## config.mk

```make
export PLATFORM = sky130hd
export DESIGN_NAME = coefficient_decoder
export DESIGN_NICKNAME = d
export VERILOG_FILES = /design/src/rtl/coefficient_decoder.sv
export SDC_FILE = /design/constraint.sdc
export NUM_CORES = 1
export LEC_CHECK = 0
export BUFFER_PORTS_ARGS = -buffer_cell sky130_fd_sc_hd__buf_2
export CORE_ASPECT_RATIO = 0.6
export CORE_MARGIN = 2
export CORE_UTILIZATION = 25
export DETAILED_ROUTE_END_ITERATION = 10
export GPL_TIMING_DRIVEN = 0
export RECOVER_POWER = 50
export SKIP_CTS_REPAIR_TIMING = 1
export SLEW_MARGIN = 30
export SYNTH_ARGS = -nofsm -noshare
export SYNTH_HDL_FRONTEND = slang
export SYNTH_SLANG_ARGS = --single-unit
```

## constraint.sdc

```tcl
create_clock -name clk -period 10.25 [get_ports clk]
set_input_delay 0.5125 -clock clk [delete_from_list [all_inputs] [get_ports clk]]
set_output_delay 0.5125 -clock clk [all_outputs]
set_load 0.005 [all_outputs]
```

## src/rtl/coefficient_decoder.sv

```systemverilog
// coefficient_decoder
// Sits directly behind the Huffman symbol decoder. It selects the Huffman
// table, takes (run, size) symbols and then reads the appended magnitude
// bits from the shared serial bitstream. It also sign-extends magnitudes,
// applies DC prediction and expands zero runs, ZRL and EOB. Each 8x8 block
// produces exactly 64 zigzag-ordered coefficients, at most one per cycle.
//
// Bit handshake: a bitstream bit transfers on a rising clk edge only when
// is_new && bit_ready. While bit_ready is 0 the bit is left in place for a
// later cycle. In the symbol states the same transfer is forwarded to the
// Huffman decoder as huff_bit_en. In the magnitude states the block consumes
// the bit itself.
//
// Ports:
//   clk, rst            clock, synchronous active-high reset
//   next_bit, is_new    serial bit and its valid
//   bit_ready           this block takes a bit this cycle
//   huff_bit_en         is_new forwarded to the Huffman decoder (symbol states)
//   ac_dc_flag          Huffman table select, 1 = DC, 0 = AC
//   huff_done           Huffman decoder has a symbol on the current bit
//   huff_s, huff_r      run length / magnitude bit length of that symbol
//   dc_pred_clr         zero the DC predictor (acted on only in DC_SYM)
//   coef_valid          coef_index / coef_value valid (registered)
//   coef_index          zigzag index 0..63
//   coef_value          signed coefficient
//   block_done          pulse with the k=63 coefficient
//   error               sticky decode error, cleared only by rst
//   state_dbg           current FSM state encoding
module coefficient_decoder #(
  parameter int COEF_W = 12
) (
  input  logic                     clk,
  input  logic                     rst,
  input  logic                     next_bit,
  input  logic                     is_new,
  output logic                     bit_ready,
  output logic                     huff_bit_en,
  output logic                     ac_dc_flag,
  input  logic                     huff_done,
  input  logic [3:0]               huff_s,
  input  logic [3:0]               huff_r,
  input  logic                     dc_pred_clr,
  output logic                     coef_valid,
  output logic [5:0]               coef_index,
  output logic signed [COEF_W-1:0] coef_value,
  output logic                     block_done,
  output logic                     error,
  output logic [2:0]               state_dbg
);

  typedef enum logic [2:0] {
    DC_SYM   = 3'd0,
    AC_SYM   = 3'd1,
    DC_MAG   = 3'd2,
    AC_MAG   = 3'd3,
    ZERO_RUN = 3'd4,
    EOB_FILL = 3'd5,
    ERROR    = 3'd6
  } state_t;

  state_t            state, state_nxt;
  logic [5:0]        k, k_nxt;
  logic [COEF_W-1:0] pred, pred_nxt;
  logic [3:0]        sym_r, sym_r_nxt;
  // Holds at most the first r-1 magnitude bits; the r-th comes straight off next_bit.
  logic [9:0]        mag, mag_nxt;
  logic [3:0]        bit_cnt, bit_cnt_nxt;
  logic [4:0]        zrem, zrem_nxt;

  logic              cv_nxt, bd_nxt, err_nxt;
  logic [5:0]        ci_nxt;
  logic [COEF_W-1:0] cval_nxt;

  logic              take;
  logic [10:0]       shifted;
  logic              last_bit;
  logic [COEF_W-1:0] mag_val;
  logic [6:0]        k_plus_s;
  logic [COEF_W-1:0] dc_sum;

  // Magnitude category decode: a leading 1 means a positive value. Otherwise
  // the value is negative and equals v - (2^r - 1).
  function automatic logic [COEF_W-1:0] mag_decode(input logic [10:0] v,
                                                   input logic [3:0]  r);
    logic [COEF_W-1:0] ext;
    logic [COEF_W-1:0] span;
    logic [10:0]       sel;
    ext  = COEF_W'(v);
    span = (COEF_W'(1) << r) - COEF_W'(1);
    sel  = 11'd1 << (r - 4'd1);
    if ((v & sel) != 11'd0) mag_decode = ext;
    else                    mag_decode = ext - span;
  endfunction

  assign bit_ready   = (state == DC_SYM) || (state == AC_SYM) ||
                       (state == DC_MAG) || (state == AC_MAG);
  assign huff_bit_en = is_new && ((state == DC_SYM) || (state == AC_SYM));
  assign ac_dc_flag  = (state == DC_SYM) || (state == DC_MAG);
  assign state_dbg   = state;

  assign take     = is_new && bit_ready;
  assign shifted  = {mag, next_bit};
  assign last_bit = ((bit_cnt + 4'd1) == sym_r);
  assign mag_val  = mag_decode(shifted, sym_r);
  assign k_plus_s = {1'b0, k} + {3'b000, huff_s};
  assign dc_sum   = pred + mag_val;

  always_comb begin
    state_nxt   = state;
    k_nxt       = k;
    pred_nxt    = pred;
    sym_r_nxt   = sym_r;
    mag_nxt     = mag;
    bit_cnt_nxt = bit_cnt;
    zrem_nxt    = zrem;
    cv_nxt      = 1'b0;
    bd_nxt      = 1'b0;
    ci_nxt      = coef_index;
    cval_nxt    = coef_value;
    err_nxt     = error;

    case (state)
      DC_SYM: begin
        if (dc_pred_clr) pred_nxt = '0;
        if (is_new && huff_done) begin
          sym_r_nxt   = huff_r;
          mag_nxt     = '0;
          bit_cnt_nxt = '0;
          if (huff_r > 4'd11) begin
            state_nxt = ERROR;
            err_nxt   = 1'b1;
          end else if (huff_r == 4'd0) begin
            // Zero difference: emit the (possibly just cleared) predictor.
            cv_nxt    = 1'b1;
            ci_nxt    = 6'd0;
            cval_nxt  = pred_nxt;
            k_nxt     = 6'd1;
            state_nxt = AC_SYM;
          end else begin
            state_nxt = DC_MAG;
          end
        end
      end

      AC_SYM: begin
        if (is_new && huff_done) begin
          sym_r_nxt   = huff_r;
          mag_nxt     = '0;
          bit_cnt_nxt = '0;
          if ((huff_r > 4'd10) || (k_plus_s > 7'd63)) begin
            state_nxt = ERROR;
            err_nxt   = 1'b1;
          end else if ((huff_s == 4'd0) && (huff_r == 4'd0)) begin
            state_nxt = EOB_FILL;
          end else if (huff_r == 4'd0) begin
            // ZRL (s=15) gives 16 zeros. Any other zero-size symbol also
            // gives s+1 zeros, because its value slot is itself a zero.
            zrem_nxt  = {1'b0, huff_s} + 5'd1;
            state_nxt = ZERO_RUN;
          end else if (huff_s != 4'd0) begin
            zrem_nxt  = {1'b0, huff_s};
            state_nxt = ZERO_RUN;
          end else begin
            state_nxt = AC_MAG;
          end
        end
      end

      DC_MAG: begin
        if (take) begin
          mag_nxt     = shifted[9:0];
          bit_cnt_nxt = bit_cnt + 4'd1;
          if (last_bit) begin
            pred_nxt  = dc_sum;
            cv_nxt    = 1'b1;
            ci_nxt    = 6'd0;
            cval_nxt  = dc_sum;
            k_nxt     = 6'd1;
            state_nxt = AC_SYM;
          end
        end
      end

      AC_MAG: begin
        if (take) begin
          mag_nxt     = shifted[9:0];
          bit_cnt_nxt = bit_cnt + 4'd1;
          if (last_bit) begin
            cv_nxt   = 1'b1;
            ci_nxt   = k;
            cval_nxt = mag_val;
            if (k == 6'd63) begin
              bd_nxt    = 1'b1;
              k_nxt     = 6'd0;
              state_nxt = DC_SYM;
            end else begin
              k_nxt     = k + 6'd1;
              state_nxt = AC_SYM;
            end
          end
        end
      end

      ZERO_RUN: begin
        cv_nxt   = 1'b1;
        ci_nxt   = k;
        cval_nxt = '0;
        zrem_nxt = zrem - 5'd1;
        if (k == 6'd63) begin
          // Only a zero-size run can reach 63; a sized run stops at 62 or below.
          bd_nxt    = 1'b1;
          k_nxt     = 6'd0;
          state_nxt = DC_SYM;
        end else begin
          k_nxt = k + 6'd1;
          if (zrem == 5'd1) state_nxt = (sym_r == 4'd0) ? AC_SYM : AC_MAG;
        end
      end

      EOB_FILL: begin
        cv_nxt   = 1'b1;
        ci_nxt   = k;
        cval_nxt = '0;
        if (k == 6'd63) begin
          bd_nxt    = 1'b1;
          k_nxt     = 6'd0;
          state_nxt = DC_SYM;
        end else begin
          k_nxt = k + 6'd1;
        end
      end

      ERROR: begin
        state_nxt = ERROR;
      end

      default: begin
        state_nxt = ERROR;
        err_nxt   = 1'b1;
      end
    endcase
  end

  always_ff @(posedge clk) begin
    if (rst) begin
      state      <= DC_SYM;
      k          <= '0;
      pred       <= '0;
      sym_r      <= '0;
      mag        <= '0;
      bit_cnt    <= '0;
      zrem       <= '0;
      coef_valid <= 1'b0;
      coef_index <= '0;
      coef_value <= '0;
      block_done <= 1'b0;
      error      <= 1'b0;
    end else begin
      state      <= state_nxt;
      k          <= k_nxt;
      pred       <= pred_nxt;
      sym_r      <= sym_r_nxt;
      mag        <= mag_nxt;
      bit_cnt    <= bit_cnt_nxt;
      zrem       <= zrem_nxt;
      coef_valid <= cv_nxt;
      coef_index <= ci_nxt;
      coef_value <= cval_nxt;
      block_done <= bd_nxt;
      error      <= err_nxt;
    end
  end

endmodule

```

==> impl_metrics.toml <==
[outcome]
status = "finished, final reports clean"

[setup_path]
path_class = "register to register"
rr_worst_depth = 19
crit_arrival_ns = 5.21
r2r-end = "pred[11]$_SDFFE_PP0P_"
critPathMaxFanout = 10
end_kind = "register"
r2r_start = "sym_r[1]$_SDFFE_PP0P_"
startpoint_type = "register"
crit_required_ns = 10.50
r2r_slack_ns = 5.29

[final_layout]
area_growth_pct = 16.7
postLayoutCellArea_sq_mm = 0.00560
drive_gt1_share_pct = 11.5
diodes = 0
layout.nets = 713

[hold_path]
worstHoldStart = "error$_SDFFE_PP0P_"
hp-class = "register to register"
whs_endpoint = "error$_SDFFE_PP0P_"
whs_path_depth = 2

[global_route]
antenna_found_initial = 0
grt_pass1_wl_microns = 25600
grt.total_usage_pct = 16.2
grt_max_degree = 13
grt_overflow = 0
grt_pass1_vias = 4432

[synth]
synth_fa_ha_area_share_pct = 11.9
synth_compound_area_share_pct = 26.5
synth-main-ff-cell = "dfxtp_1"
synth_seq_cells = 65
synth_mux_area_share_pct = 2.95
async_reset_ff_share_pct = 0
synth.cell_area_sq_mm = 0.00480
synth_area_leaders = "dfxtp_1, ha_1, a21oi_1, nand2_1, nor2_1"
synth-xor-area-share_pct = 4.88
yosys.area_share.simple_pct = 22.2
syn_avg_cell_area_sq_um = 7.94
synth_area_leader_cell = "dfxtp_1"
syn-num-nets = 662
synthDistinctLibCells = 71
yosysSeqAreaShare_pct = 27.1
yosys-top-cells-count = "dfxtp_1, nand2_1, a21oi_1, nor2_1, ha_1"
synth_cells = 604
ys_warn_count = 0
synth-edff-count = 0
synth_top_family_by_area = "compound AO/OA/AOI/OAI gates"
synth_top_area_share_pct = 27.1

[timing]
max_freq_mhz = 202
slew_violations = 0
finalClockSkew_ns = 0.00905
grt_setup_unrepaired = "false"
finalSetupViolCount = 0
worst_pin_slew_ns = 0.968
period_needed_ns = 4.96
finalSetupTns_ns = 0
hold_viol_final = 0
max_slew_margin_pct = 35.0
min_period_over_period_pct = 48.4

[clock_tree]
cts_tree = "done"
clk_latency_ns = 0.34
cts_max_path_buffers = 2
cts_root_buffer = "clkbuf_16"
numCtsBuffers = 9
cts_sinks = 65
cts_max_level = 3
cts.reportedPaths.clkPinSlew_ns = 0.06

[detailed_routing]
via_per_inst = 5.38
routed-via-count = 4872
drc = 0
wl_microns = 16000
drtIter0Drc = 455
ant_nets = 0
post_drt_wl_per_cell_microns = 17.7
dr.pass1.iters = 7

[pwr]
p_leak_nw = 2.21
vdd_drop_max_mv = 0.0699
power_mw = 0.850
power_density_mw_per_mm2 = 152

[placement]
placed_area_sq_mm = 0.00531
routabilityCongestion = 0.896
port_buffers = 40
hpwl_microns = 12400

[floorplan]
initial_core_util_pct = 25.3
fp.dieH_microns = 111
design.die.area_sq_mm = 0.0203
dieWidth_microns = 183
design.core.area_sq_mm = 0.0189
fp-row-count = 39
num_io_pins = 41

[run]
maxCapViolations = 0
[metrics by stage]
step                      instances  hold WS, ns  worst slack (ns)  util (%)
after floorplan                 604        0.442              6.18         -
after global placement          890        0.445              5.55      28.0
after detailed placement        890        0.446              5.47      28.0
after CTS                       906        0.443              5.42      29.6
after global routing            906        0.460              5.04      29.6
final                           906        0.446              5.29      29.6
[worst max path at each step]
| stage | depth (start not counted) | to | slack [ns] | start |
|---|---|---|---|---|
| after floorplan | 19 | pred[11]$_SDFFE_PP0P_ | 6.18 | sym_r[1]$_SDFFE_PP0P_ |
| after global placement | 19 | pred[11]$_SDFFE_PP0P_ | 5.55 | sym_r[1]$_SDFFE_PP0P_ |
| after detailed placement | 19 | pred[11]$_SDFFE_PP0P_ | 5.47 | sym_r[1]$_SDFFE_PP0P_ |
| after CTS | 19 | pred[11]$_SDFFE_PP0P_ | 5.42 | sym_r[1]$_SDFFE_PP0P_ |
| after global routing | 19 | pred[11]$_SDFFE_PP0P_ | 5.04 | sym_r[1]$_SDFFE_PP0P_ |
| final | 19 | pred[11]$_SDFFE_PP0P_ | 5.29 | sym_r[1]$_SDFFE_PP0P_ |
[kinds of logic after synthesis]
logic type	after synthesis
AND/OR/NAND/NOR	219
multiplexers	13
AO/OA/AOI/OAI	189
flip-flops	65
XOR/XNOR	25
adder cells (fa/ha/maj)	44
buffers and inverters	49
[sequential cells by signal, summed over array words and instances (netlist names), 4 cells and up]
| name | cells |
|---|---|
| coef_value | 12 |
| pred | 12 |
| zrem | 5 |
| k | 6 |
| coef_index | 6 |
| bit_cnt | 4 |
| sym_r | 4 |
| mag | 10 |
[report_power, final]
part / internal (mW) / total, mW / switching, mW
registers: 0.265 / 0.275 / 0.00988
clock network: 0.195 / 0.321 / 0.125
logic: 0.0840 / 0.255 / 0.171
total: 0.544 / 0.850 / 0.306
[worst max-delay path, cell delays in order, from the launching register on]
cell       delay [ns]
dfxtp_1          0.34
buf_2            0.24
nor2_1           0.13
and3_1           0.25
ha_1             0.29
inv_1            0.04
ha_1             0.22
fa_1             0.45
a211oi_2         0.26
o21bai_1         0.17
a2111oi_0        0.46
nor3_1           0.13
xor2_1           0.22
mux2_2           0.31
ha_1             0.34
nand3_1          0.10
o21ai_0          0.42
a21o_1           0.22
nor3_1           0.06
o31ai_1          0.23
[cell type report]
cell class / instances / area (sq um)
Inverter: 21 / 78.8
Clock inverter: 6 / 66.3
Buffer: 28 / 131
Multi-Input combinational cell: 490 / 3290
Tap cell: 246 / 308
Fill cell: 2056 / 13300
Timing Repair Buffer: 40 / 184
Clock buffer: 10 / 239
Sequential cell: 65 / 1300
[layout by cell type (no fill, tap or decap), types with 4 or more instances in the layout]
cell / instances
o21ai_0: 27
o31ai_1: 4
clkbuf_16: 9
a32oi_1: 4
nand2_1: 65
o21a_1: 9
mux2i_1: 4
nand4_1: 6
a211oi_1: 4
clkbuf_1: 32
or3_1: 5
mux2_2: 5
and3_1: 13
nor3_1: 14
ha_1: 41
buf_2: 32
a21o_1: 8
o21bai_1: 7
a22o_1: 5
xor2_1: 13
a21oi_1: 63
a31oi_1: 8
dfxtp_1: 65
inv_1: 19
o22ai_1: 5
xnor2_1: 11
nand3_1: 25
nor2_1: 56
o211ai_1: 10
mux2_1: 4
nor2b_1: 5
or2_2: 5
[layer usage]
metal  GRT usage [%]  vias to the layer above  part of all wire, %
li1                -                     2332                    -
met1            27.0                     2299                   53
met2            18.9                      232                   35
met3            5.55                        9                   12
met4            2.67                        0                 0.59
met5               0                        -                    0
Note: power is estimated with default switching activity, not from simulation.
